--- src/rtl/axis_eth_framer.sv ---
// -----------------------------------------------------------------------------
// axis_eth_framer
// Ethernet TX framing stage placed in front of the AXIS-to-GMII serialiser.
// Wraps a raw MAC frame (DA..payload, no FCS) with a 0x55 preamble, the 0xD5
// SFD and a trailing CRC-32 FCS. The optional build macro ETH_PAD_EN enables
// zero padding of short frames up to MIN_PAYLOAD bytes; the pad is covered by
// the CRC. Without ETH_PAD_EN the FCS directly follows the last payload byte.
//
// Output is purely combinational from state, counters and the input stream;
// payload bytes pass through with zero latency. If the input starves once the
// payload has started, a single 0x00 byte with tuser=1/tlast=1 aborts the
// frame and the rest of the input frame is discarded.
//
// Ports:
//   axis_aclk      clock
//   axis_aresetn   asynchronous active-low reset
//   s_axis_*       8-bit raw frame input (tdata, tuser error mark, tlast,
//                  tvalid, tready)
//   m_axis_*       8-bit on-wire output (tdata, tuser -> tx_er, tlast on last
//                  FCS byte or abort byte, tvalid, tready)
// -----------------------------------------------------------------------------
module axis_eth_framer #(
  parameter int MIN_PAYLOAD = 60,
  parameter int PRE_LEN     = 7
) (
  input  logic       axis_aclk,
  input  logic       axis_aresetn,
  input  logic [7:0] s_axis_tdata,
  input  logic       s_axis_tuser,
  input  logic       s_axis_tlast,
  input  logic       s_axis_tvalid,
  output logic       s_axis_tready,
  output logic [7:0] m_axis_tdata,
  output logic       m_axis_tuser,
  output logic       m_axis_tlast,
  output logic       m_axis_tvalid,
  input  logic       m_axis_tready
);

  localparam logic [31:0] CRC_POLY = 32'hEDB88320;
  localparam logic [31:0] CRC_INIT = 32'hFFFFFFFF;

  typedef enum logic [2:0] {
    S_IDLE, S_PRE, S_SFD, S_PAYLOAD, S_PAD, S_FCS, S_DRAIN
  } state_t;

  state_t      state_q, state_d;
  logic [7:0]  pre_cnt_q, pre_cnt_d;
  logic [15:0] byte_cnt_q, byte_cnt_d;
  logic [1:0]  fcs_cnt_q, fcs_cnt_d;
  logic [31:0] crc_q, crc_d;

  logic [7:0]  mdata;
  logic        mvalid, muser, mlast, sready;

  // Reflected CRC-32, one data bit per iteration, LSB first.
  function automatic logic [31:0] crc_byte(input logic [31:0] c, input logic [7:0] b);
    logic [31:0] r;
    r = c;
    for (int i = 0; i < 8; i++) begin
      r = (r[0] ^ b[i]) ? ((r >> 1) ^ CRC_POLY) : (r >> 1);
    end
    return r;
  endfunction

  // Byte count only has to reach MIN_PAYLOAD, so it saturates there.
  function automatic logic [15:0] cnt_sat(input logic [15:0] c);
    return (c >= 16'(MIN_PAYLOAD)) ? c : c + 16'd1;
  endfunction

  always_ff @(posedge axis_aclk or negedge axis_aresetn) begin
    if (!axis_aresetn) begin
      state_q    <= S_IDLE;
      pre_cnt_q  <= '0;
      byte_cnt_q <= '0;
      fcs_cnt_q  <= '0;
      crc_q      <= CRC_INIT;
    end else begin
      state_q    <= state_d;
      pre_cnt_q  <= pre_cnt_d;
      byte_cnt_q <= byte_cnt_d;
      fcs_cnt_q  <= fcs_cnt_d;
      crc_q      <= crc_d;
    end
  end

  always_comb begin
    state_d    = state_q;
    pre_cnt_d  = pre_cnt_q;
    byte_cnt_d = byte_cnt_q;
    fcs_cnt_d  = fcs_cnt_q;
    crc_d      = crc_q;
    mdata      = 8'h00;
    mvalid     = 1'b0;
    muser      = 1'b0;
    mlast      = 1'b0;
    sready     = 1'b0;

    unique case (state_q)
      // The first preamble byte is offered as soon as input is pending; the
      // input byte itself stays in place until PAYLOAD.
      S_IDLE: begin
        mvalid = s_axis_tvalid;
        mdata  = 8'h55;
        if (s_axis_tvalid && m_axis_tready) begin
          if (PRE_LEN <= 1) begin
            state_d = S_SFD;
          end else begin
            state_d   = S_PRE;
            pre_cnt_d = 8'd1;
          end
        end
      end
      S_PRE: begin
        mvalid = 1'b1;
        mdata  = 8'h55;
        if (m_axis_tready) begin
          if (pre_cnt_q == 8'(PRE_LEN - 1)) begin
            state_d   = S_SFD;
            pre_cnt_d = '0;
          end else begin
            pre_cnt_d = pre_cnt_q + 8'd1;
          end
        end
      end
      S_SFD: begin
        mvalid = 1'b1;
        mdata  = 8'hD5;
        if (m_axis_tready) begin
          crc_d      = CRC_INIT;
          byte_cnt_d = '0;
          state_d    = S_PAYLOAD;
        end
      end
      S_PAYLOAD: begin
        mvalid = 1'b1;
        if (s_axis_tvalid) begin
          mdata  = s_axis_tdata;
          muser  = s_axis_tuser;
          sready = m_axis_tready;
          if (m_axis_tready) begin
            crc_d      = crc_byte(crc_q, s_axis_tdata);
            byte_cnt_d = cnt_sat(byte_cnt_q);
            if (s_axis_tlast) begin
`ifdef ETH_PAD_EN
              state_d = (byte_cnt_q + 16'd1 < 16'(MIN_PAYLOAD)) ? S_PAD : S_FCS;
`else
              state_d = S_FCS;
`endif
            end
          end
        end else begin
          // Starved mid-frame: the serialiser cannot idle, so abort on wire.
          mdata = 8'h00;
          muser = 1'b1;
          mlast = 1'b1;
          if (m_axis_tready) state_d = S_DRAIN;
        end
      end
`ifdef ETH_PAD_EN
      S_PAD: begin
        mvalid = 1'b1;
        mdata  = 8'h00;
        if (m_axis_tready) begin
          crc_d      = crc_byte(crc_q, 8'h00);
          byte_cnt_d = cnt_sat(byte_cnt_q);
          if (byte_cnt_q == 16'(MIN_PAYLOAD - 1)) state_d = S_FCS;
        end
      end
`endif
      S_FCS: begin
        mvalid = 1'b1;
        mdata  = ~crc_q[{fcs_cnt_q, 3'b000} +: 8];
        mlast  = (fcs_cnt_q == 2'd3);
        if (m_axis_tready) begin
          fcs_cnt_d = fcs_cnt_q + 2'd1;
          if (fcs_cnt_q == 2'd3) state_d = S_IDLE;
        end
      end
      S_DRAIN: begin
        sready = 1'b1;
        if (s_axis_tvalid && s_axis_tlast) state_d = S_IDLE;
      end
      default: state_d = S_IDLE;
    endcase
  end

  // Outputs are forced quiet while reset is held, independent of the clock.
  assign m_axis_tvalid = axis_aresetn & mvalid;
  assign m_axis_tuser  = axis_aresetn & muser;
  assign m_axis_tlast  = axis_aresetn & mlast;
  assign s_axis_tready = axis_aresetn & sready;
  assign m_axis_tdata  = axis_aresetn ? mdata : 8'h00;

endmodule

--- config.mk ---
export PLATFORM = sky130hd
export DESIGN_NAME = axis_eth_framer
export DESIGN_NICKNAME = d
export VERILOG_FILES = /design/src/rtl/axis_eth_framer.sv
export SDC_FILE = /design/constraint.sdc
export NUM_CORES = 1
export LEC_CHECK = 0
export CAP_MARGIN = 25
export CORE_ASPECT_RATIO = 1.2
export CORE_UTILIZATION = 35
export CTS_CLUSTER_DIAMETER = 150
export CTS_CLUSTER_SIZE = 20
export DETAILED_ROUTE_END_ITERATION = 7
export PLACE_DENSITY_LB_ADDON = 0.08
export SYNTH_ARGS = -nofsm -noshare
export SYNTH_HDL_FRONTEND = slang
export SYNTH_SLANG_ARGS = --single-unit
--- constraint.sdc ---
create_clock -name axis_aclk -period 2.6 [get_ports axis_aclk]
set_input_delay 0.39 -clock axis_aclk [delete_from_list [all_inputs] [get_ports axis_aclk]]
set_output_delay 0.39 -clock axis_aclk [all_outputs]
set_load 0.1 [all_outputs]
Word level (Yosys, flattened, before mapping)
Index checks and enable logic that the tools add are counted.

Add/sub/neg operators: 2. Equal/unequal tests: 17. Shift operators: 1. Multiplexer cells: 38. Bitwise gates (word level): 21. Reduce and logical (&&, ||, !) cells: 11.

Operator list (number): two-way mux 32 bit (11); NOT 13 -> 14 bit (8); one-hot mux 32 bit (2 select lines) (1); two-way mux 8 bit (5); two-way mux 3 bit (11); one-hot mux 8 bit (4 select lines) (1); indexed part select 32 x 6 -> 8 bit (1); inequality test 2 bit, second input constant (9); one-hot mux 3 bit (6 select lines) (1); one-hot mux 8 bit (2 select lines) (1); AND reduction 9 bit (1); adder 8 x 1 -> 8 bit, second input constant (1); == test 8 x 3 -> 1 bit, second input constant (1); NOT 8 bit (1); XOR 1 bit (8); == test 3 x 2 -> 1 bit, second input constant (2); == test 3 bit, second input constant (2); one-hot mux 1 bit (2 select lines) (3); AND 1 bit (4); two-way mux 1 bit (4); AND reduction 4 bit (1); nonzero test 2 bit (2); OR reduction 4 bit (1); == test 3 x 1 -> 1 bit, second input constant (1); other kinds (8) (9).

Flip-flop bits (word level): 45. Logic and storage cells: 94.

Longest topological paths before layout
Gate-level depths: netlist of the first run.

Depth after elaboration: 19. Gate-level depth with buffers: 8.

Least setup slack after synthesis of the first run
Ideal clock, no wire load.

Path type: reg2out. Start: register fcs_cnt_q[0]. End: output port m_axis_tdata[0]. Arrival time: 2541 ps. Required time: 2210 ps. Path slack: -331 ps. Cell stages (with the launch flop): 6. Buffers on the path: 1. Cell sequence: dfrtp_1 -> buf_2 -> mux4_1 -> nor2_1 -> a211oi_1 -> nor2_1.

Word-level cells in the longest chain between the ends: 4.

RTL lines: start: declaration (RTL line 50) `logic [1:0] fcs_cnt_q, fcs_cnt_d;`; start signal: assignment (RTL line 82) `fcs_cnt_q <= fcs_cnt_d;`; indexed part select 32 x 6 -> 8 bit (RTL line 173) `mdata = ~crc_q[{fcs_cnt_q, 3'b000} +: 8];`; NOT 8 bit (RTL line 173); one-hot mux 8 bit (4 select lines) (RTL line 99) `unique case (state_q)`; two-way mux 8 bit (RTL line 193) `assign m_axis_tdata = axis_aresetn ? mdata : 8'h00;`; end: declaration (RTL line 33) `output logic [7:0] m_axis_tdata,`.

No other way between the ends.

Final worst setup path of the first run
Start: register fcs_cnt_q[0]. End: output port m_axis_tdata[6].

Same word-level chain as after synthesis.

==> impl_metrics.py, run 1 <==
metrics = {
    "status": {
        "outcome": "finished clean",
    },
    "critical_path": {
        "ff2ff_setup_slack_ns": 0.47,
        "arrival_ns": 2.05,
        "critical_path_class": "flip-flop to output port",
        "r2r-end": "state_q[2]",
        "worstRegToRegCells": 7,
        "crit_path_max_fanout": 7,
        "r2r_start": "pre_cnt_q[0]",
        "worstPathRequired_ns": 2.21,
        "critPathCaptureType": "output port",
        "critPathLaunchType": "flip-flop",
    },
    "pwr": {
        "p_leak_nw": 1.463,
        "pwr-share-comb": 0.670,
        "p_sw_frac": 0.4380,
        "ir_drop_mv": 0.4878,
        "power_density_mw_per_mm2": 1464,
        "power.switching_mw": 2.541,
        "p_clk_frac": 0.080,
        "intPower_mw": 3.261,
        "seqPwrFrac": 0.249,
    },
    "logic_synthesis": {
        "seq_area_frac_synth": 0.3612,
        "synth-seq-cells": 45,
        "netlist_top_cells_count": "nor2_1 (49), xnor2_1 (39), a21oi_1 (35)",
        "synth_edf_count": 0,
        "syn_inst": 307,
        "yosysMostFrequentCell": "nor2_1",
        "synth_ff_type": "dfstp_2",
        "synth-async-reset-ratio": 1.000,
        "synth_top_area_cell": "dfstp_2",
        "synth_top_area_frac": 0.2605,
        "synth_area_leaders": "dfstp_2 (26%), xnor2_1 (11%), dfrtp_1 (10%)",
        "ys_types": 47,
        "yosysWarningCount": 0,
        "syn-num-nets": 324,
        "synth_area_mm2": 0.003228,
        "synth.avg_cell_area_um2": 10.51,
    },
    "sta": {
        "period_minus_slack_ns": 2.444,
        "rsz0062_at_grt": "no",
        "finalHoldViolCount": 0,
        "slew_viol_final": 0,
        "worst_slew_pin_slew_ns": 0.5816,
        "fmax_mhz": 409.1,
        "setup_tns_ns": 0,
        "slew_headroom": 0.6122,
        "fin_skew_ns": 0.004392,
        "period_share": 0.9401,
        "setup_viol": 0,
    },
    "routing": {
        "drc": 0,
        "first_pass_iters": 4,
        "drt-wirelength-per-cell_um": 16.69,
        "vias": 2336,
        "drt_iter0_markers": 69,
        "vias_per_cell": 5.034,
        "wirelength_um": 7744,
        "ant_nets": 0,
    },
    "final_layout": {
        "diodes": 0,
        "fin_util": 0.4411,
        "multiInputGateArea_mm2": 0.002016,
        "area_growth_pct": 22.79,
        "seq_area_mm2": 0.001169,
        "layoutNonFillerInstCount": 464,
        "drive_gt1_frac": 0.3198,
        "fin_nets": 360,
        "fin_area_mm2": 0.003964,
        "nFillCells": 849,
    },
    "clocking": {
        "insertion_delay_ns": 0.30,
        "hold_buffers": 0,
        "cts_tree": "done",
        "cts_made_buffers": 5,
        "path_clk_slew_ns": 0.08,
        "post_cts_buffers": 0,
        "clock_sinks": 45,
        "cts_root_buf": "clkbuf_8",
        "cts.path.max_buffers": 2,
        "h-tree-depth": 2,
    },
    "global_routing": {
        "antenna_found_initial": 0,
        "grt_pass1_vias": 2444,
        "grt_max_degree": 34,
        "track_usage": 0.1849,
        "grt_pass1_wl_um": 13050,
        "gr-total-overflow": 0,
    },
    "die": {
        "ioPinCount": 26,
        "rows": 38,
        "die_h_um": 107.2,
        "start_util": 0.3592,
        "fp.dieW_um": 89.67,
        "coreArea_mm2": 0.008986,
        "die_area_mm2": 0.009613,
    },
    "placement": {
        "place.detailed.instances": 456,
        "postPlaceCellArea_mm2": 0.003862,
        "gp_congestion": 0.7797,
        "port-buffer-count": 25,
        "hpwl_um": 5721,
    },
    "run": {
        "drv_cap": 0,
    },
    "worst_hold_path": {
        "hold_class": "input pin to async pin",
    },
}
## critical path, cell delays in order (launching register included)
cell and delay [ns]:
dfrtp_2 0.50, buf_4 0.21, mux4_2 0.51, nor2_1 0.12
a211oi_1 0.07, nor2_2 0.15, buf_12 0.19
## cells in the final DEF, fill, tap and decap left out, types with 2 or more instances in the layout
| master | n |
|---|---|
| inv_1 | 5 |
| nor3_1 | 2 |
| a211oi_1 | 4 |
| xor2_1 | 14 |
| and3_1 | 4 |
| a21oi_1 | 35 |
| nand2_1 | 9 |
| xnor2_4 | 10 |
| mux4_1 | 2 |
| or3_1 | 2 |
| mux4_2 | 6 |
| clkdlybuf4s50_1 | 12 |
| dfrtp_2 | 2 |
| nor2_1 | 42 |
| nand3_1 | 3 |
| clkbuf_8 | 6 |
| buf_12 | 13 |
| nor2b_1 | 4 |
| xnor2_1 | 39 |
| xnor2_2 | 7 |
| nor2_2 | 7 |
| o22a_1 | 6 |
| buf_4 | 18 |
| dfstp_2 | 32 |
| nand2b_1 | 3 |
| nand4_1 | 2 |
| o21ai_0 | 9 |
| o31ai_1 | 6 |
| clkbuf_1 | 2 |
| ha_1 | 3 |
| dfrtp_1 | 11 |
## timing repair
action	CTS	global route
endpoints found under the setup margin	2	7
pin swaps	0	0
resized for setup	2	4
## logic make-up after synthesis
family | share of synthesized area
flip-flops | 0.3612
AO/OA/AOI/OAI | 0.1392
buffers and inverters | 0.02403
multiplexers | 0.06512
adder cells (fa/ha/maj) | 0.01163
XOR/XNOR | 0.2798
AND/OR/NAND/NOR | 0.1190
## per-layer routing
layer | vias up | GRT usage | share of wire
met5 | - | 0 | 0
met2 | 43 | 0.3128 | 0.53
met4 | 0 | 0.05442 | 0.013
met1 | 1154 | 0.2432 | 0.43
met3 | 6 | 0.02309 | 0.027
li1 | 1133 | - | -
## area by class of cell
cell class	instances	share of cell area
Clock buffer	8	0.02273
Inverter	5	0.004735
Multi-Input combinational cell	242	0.5085
Sequential cell	45	0.2948
Tap cell	120	0.03788
Timing Repair Buffer	44	0.1313
## sequential cells by signal (all words and copies together) (netlist names)
register   flops
state_q        3
fcs_cnt_q      2
pre_cnt_q      8
crc_q         32
## power by group through the flow
| stage | Combinational, mW | Sequential [mW] | Clock (mW) |
|---|---|---|---|
| 6_report | 3.89 | 1.45 | 0.465 |
| 5_1_grt | 4.22 | 1.50 | 0.505 |
| 4_1_cts | 3.93 | 1.45 | 0.481 |
| 3_5_place_dp | 3.90 | 1.46 | 0 |
| 3_3_place_gp | 3.91 | 1.45 | 0 |
| 2_1_floorplan | 3.05 | 1.33 | 0 |
## per-stage QoR
step / setup slack, ns / hold WS (ns) / power, mW
global route: 0.01377 / 0.2205 / 6.228
CTS: 0.02775 / 0.1984 / 5.860
floorplan: -0.02744 / 0.09441 / 4.382
global placement: 0.2196 / 0.4678 / 5.366
detailed placement: 0.2055 / 0.4819 / 5.361
finish: 0.1558 / 0.1887 / 5.802
## how the worst max path moves through the flow
stage                          from              end  slack, ns
floorplan                state_q[2]    m_axis_tvalid      -0.03
global placement    s_axis_tdata[1]        crc_q[19]       0.22
detailed placement    m_axis_tready     pre_cnt_q[4]       0.21
CTS                      state_q[2]    s_axis_tready       0.03
global route           fcs_cnt_q[0]  m_axis_tdata[6]       0.01
finish                 fcs_cnt_q[0]  m_axis_tdata[6]       0.16
No activity file was read; power rests on OpenSTA's default activity.
==> run 2: changes to the inputs <==
- CELL_PAD_IN_SITES_DETAIL_PLACEMENT: not set -> 0
- CELL_PAD_IN_SITES_GLOBAL_PLACEMENT: not set -> 1
- clock period: 2.6 -> 2.8 ns (I/O delays scaled with it)
==> run 2 against run 1 <==
Net effect:
- sequential power is 6% lower
- first-iteration DRC count is 32% higher
- clock skew is 0.0013 ns higher
- critical path depth is 2 lower
- critical endpoint is now m_axis_tdata[7]
- largest cell class unchanged
- highest routed layer unchanged
==> impl_metrics.py, run 2 (same netlist as run 1, synthesis figures left out) <==
metrics = {
    "status": {
        "outcome": "finished clean",
    },
    "critical_path": {
        "r2r_start": "pre_cnt_q[0]",
        "critical-path-top-delay-family": "flip-flops",
        "critPathCaptureType": "output port",
        "crit_path_top_delay_cell": "dfrtp_1",
        "worstPathRequired_ns": 2.38,
        "critPathLaunchType": "flip-flop",
        "crit_cells": 4,
        "crit_buf_inv": 1,
        "ff2ff_setup_slack_ns": 0.40,
        "crit_path_max_fanout": 10,
        "critical_path_class": "flip-flop to output port",
        "arrival_ns": 2.14,
        "crit_path_end": "m_axis_tdata[7]",
        "path_cells": "mux4_1 -> nor2_1 -> o21a_1 -> buf_12",
        "r2r-end": "state_q[2]",
        "worstRegToRegCells": 7,
        "cp-startpoint": "fcs_cnt_q[1]",
        "max_stage_delay_ns": 0.66,
    },
    "final_layout": {
        "fin_nets": 352,
        "mostFrequentLayoutCells": "nor2_1 (42), xnor2_1 (39), a21oi_1 (35)",
        "reg_top3": "crc_q: 32 flops, pre_cnt_q: 8 flops, state_q: 3 flops",
        "seq_area_mm2": 0.001167,
        "nFillCells": 847,
        "multiInputGateArea_mm2": 0.002011,
        "diodes": 0,
        "area_growth_pct": 20.43,
        "largest_reg_flops": 32,
        "drive_gt1_frac": 0.2887,
        "final_common_cell": "nor2_1",
        "top_register": "crc_q",
    },
    "clocking": {
        "cts_root_buf": "clkbuf_8",
        "cts_made_buffers": 5,
        "cts_tree": "done",
        "post_cts_buffers": 0,
        "h-tree-depth": 2,
        "clock_sinks": 45,
        "cts.path.max_buffers": 2,
        "insertion_delay_ns": 0.30,
        "path_clk_slew_ns": 0.09,
    },
    "pwr": {
        "pwr-share-comb": 0.660,
        "seqPwrFrac": 0.258,
        "power_density_mw_per_mm2": 1358,
        "p_sw_frac": 0.4453,
        "ir_drop_mv": 0.4503,
        "intPower_mw": 2.929,
        "power.switching_mw": 2.352,
        "p_leak_nw": 1.422,
        "p_clk_frac": 0.081,
        "power.total_mw": 5.281,
    },
    "sta": {
        "setup_viol": 0,
        "worst_slew_pin_slew_ns": 0.6110,
        "fmax_mhz": 391.4,
        "period_minus_slack_ns": 2.555,
        "period_share": 0.9126,
        "slew_headroom": 0.5927,
        "finalHoldViolCount": 0,
        "slew_viol_final": 0,
        "rsz0062_at_grt": "no",
        "fin_skew_ns": 0.005644,
        "setup_tns_ns": 0,
    },
    "die": {
        "die_h_um": 107.2,
        "rows": 38,
        "die_area_mm2": 0.009613,
        "coreArea_mm2": 0.008986,
        "start_util": 0.3592,
        "ioPinCount": 26,
        "fp.dieW_um": 89.67,
    },
    "routing": {
        "drt-wirelength-per-cell_um": 17.60,
        "drt_iter0_markers": 91,
        "first_pass_iters": 4,
        "ant_nets": 0,
        "drc": 0,
        "vias_per_cell": 5.037,
        "vias": 2297,
        "wirelength_um": 8025,
    },
    "global_routing": {
        "track_usage": 0.1857,
        "grt_max_degree": 44,
        "grt_pass1_wl_um": 13250,
        "antenna_found_initial": 0,
        "grt_pass1_vias": 2387,
        "gr-total-overflow": 0,
    },
    "placement": {
        "port-buffer-count": 25,
        "gp_congestion": 0.7709,
        "hpwl_um": 5850,
    },
    "run": {
        "drv_cap": 0,
    },
    "worst_hold_path": {
        "hold_class": "flip-flop to flip-flop",
    },
}
==> run 2: per-stage QoR <==
| stage | area, µm² | std cells | worst slack (ns) | hold slack [ns] | utilization |
|---|---|---|---|---|---|
| after floorplan | 3246 | 307 | 0.1426 | 0.1244 | - |
| after global placement | 3782 | 447 | 0.3104 | 0.2660 | 0.4209 |
| after detailed placement | 3782 | 447 | 0.3367 | 0.2604 | 0.4209 |
| after CTS | 3882 | 456 | 0.02918 | 0.4953 | 0.4321 |
| after global routing | 3887 | 456 | 0.07392 | 0.5146 | 0.4326 |
| final | 3887 | 456 | 0.2448 | 0.4996 | 0.4326 |
==> run 2: worst min path at each step <==
stage                 start           end  slack (ns)  cells past startpoint
2_1_floorplan  axis_aresetn  fcs_cnt_q[0]        0.12                      0
3_5_place_dp   axis_aresetn    state_q[2]        0.26                      1
4_1_cts        pre_cnt_q[7]  pre_cnt_q[7]        0.50                      1
3_3_place_gp   axis_aresetn    state_q[2]        0.27                      1
5_1_grt        pre_cnt_q[7]  pre_cnt_q[7]        0.51                      1
6_report       pre_cnt_q[7]  pre_cnt_q[7]        0.50                      1
==> run 2: cell type report <==
cell class / instances / share of cell area
clock buffers: 8 / 0.02317
inverters: 5 / 0.004828
multi-input cells: 242 / 0.5172
flip-flops and latches: 45 / 0.3003
well taps: 120 / 0.03862
repair buffers: 36 / 0.1159
==> run 2: worst reg2reg max path, delay by kind of cell (launching register included) <==
kind	cells	cell delay, ns
compound gates	3	0.92
fa+ha+maj	1	0.14
buf+inv	1	0.10
flops	1	0.45
mux	1	0.35
simple gates	1	0.33
==> run 2: repair_timing <==
| item | 4_1_cts | 5_1_grt |
|---|---|---|
| hold buffers | 1 | 0 |
| endpoints found under the setup margin | 0 | 3 |
| endpoints found under the hold margin | 2 | 0 |
| resized for setup | 0 | 2 |
==> run 2: per-layer routing <==
layer | vias to the layer above | track usage | routed length, µm
li1 | 1122 | - | -
met1 | 1141 | 0.2425 | 3530
met2 | 28 | 0.3209 | 4260
met3 | 6 | 0.02386 | 153
met4 | 0 | 0.04422 | 81
met5 | - | 0 | 0
==> run 2: power by group through the flow <==
stage          clock, mW  sequential (mW)  combinational [mW]
5_1_grt            0.471             1.41                3.80
3_3_place_gp           0             1.38                3.54
4_1_cts            0.452             1.37                3.54
3_5_place_dp           0             1.38                3.51
2_1_floorplan          0             1.23                2.83
6_report           0.430             1.36                3.49
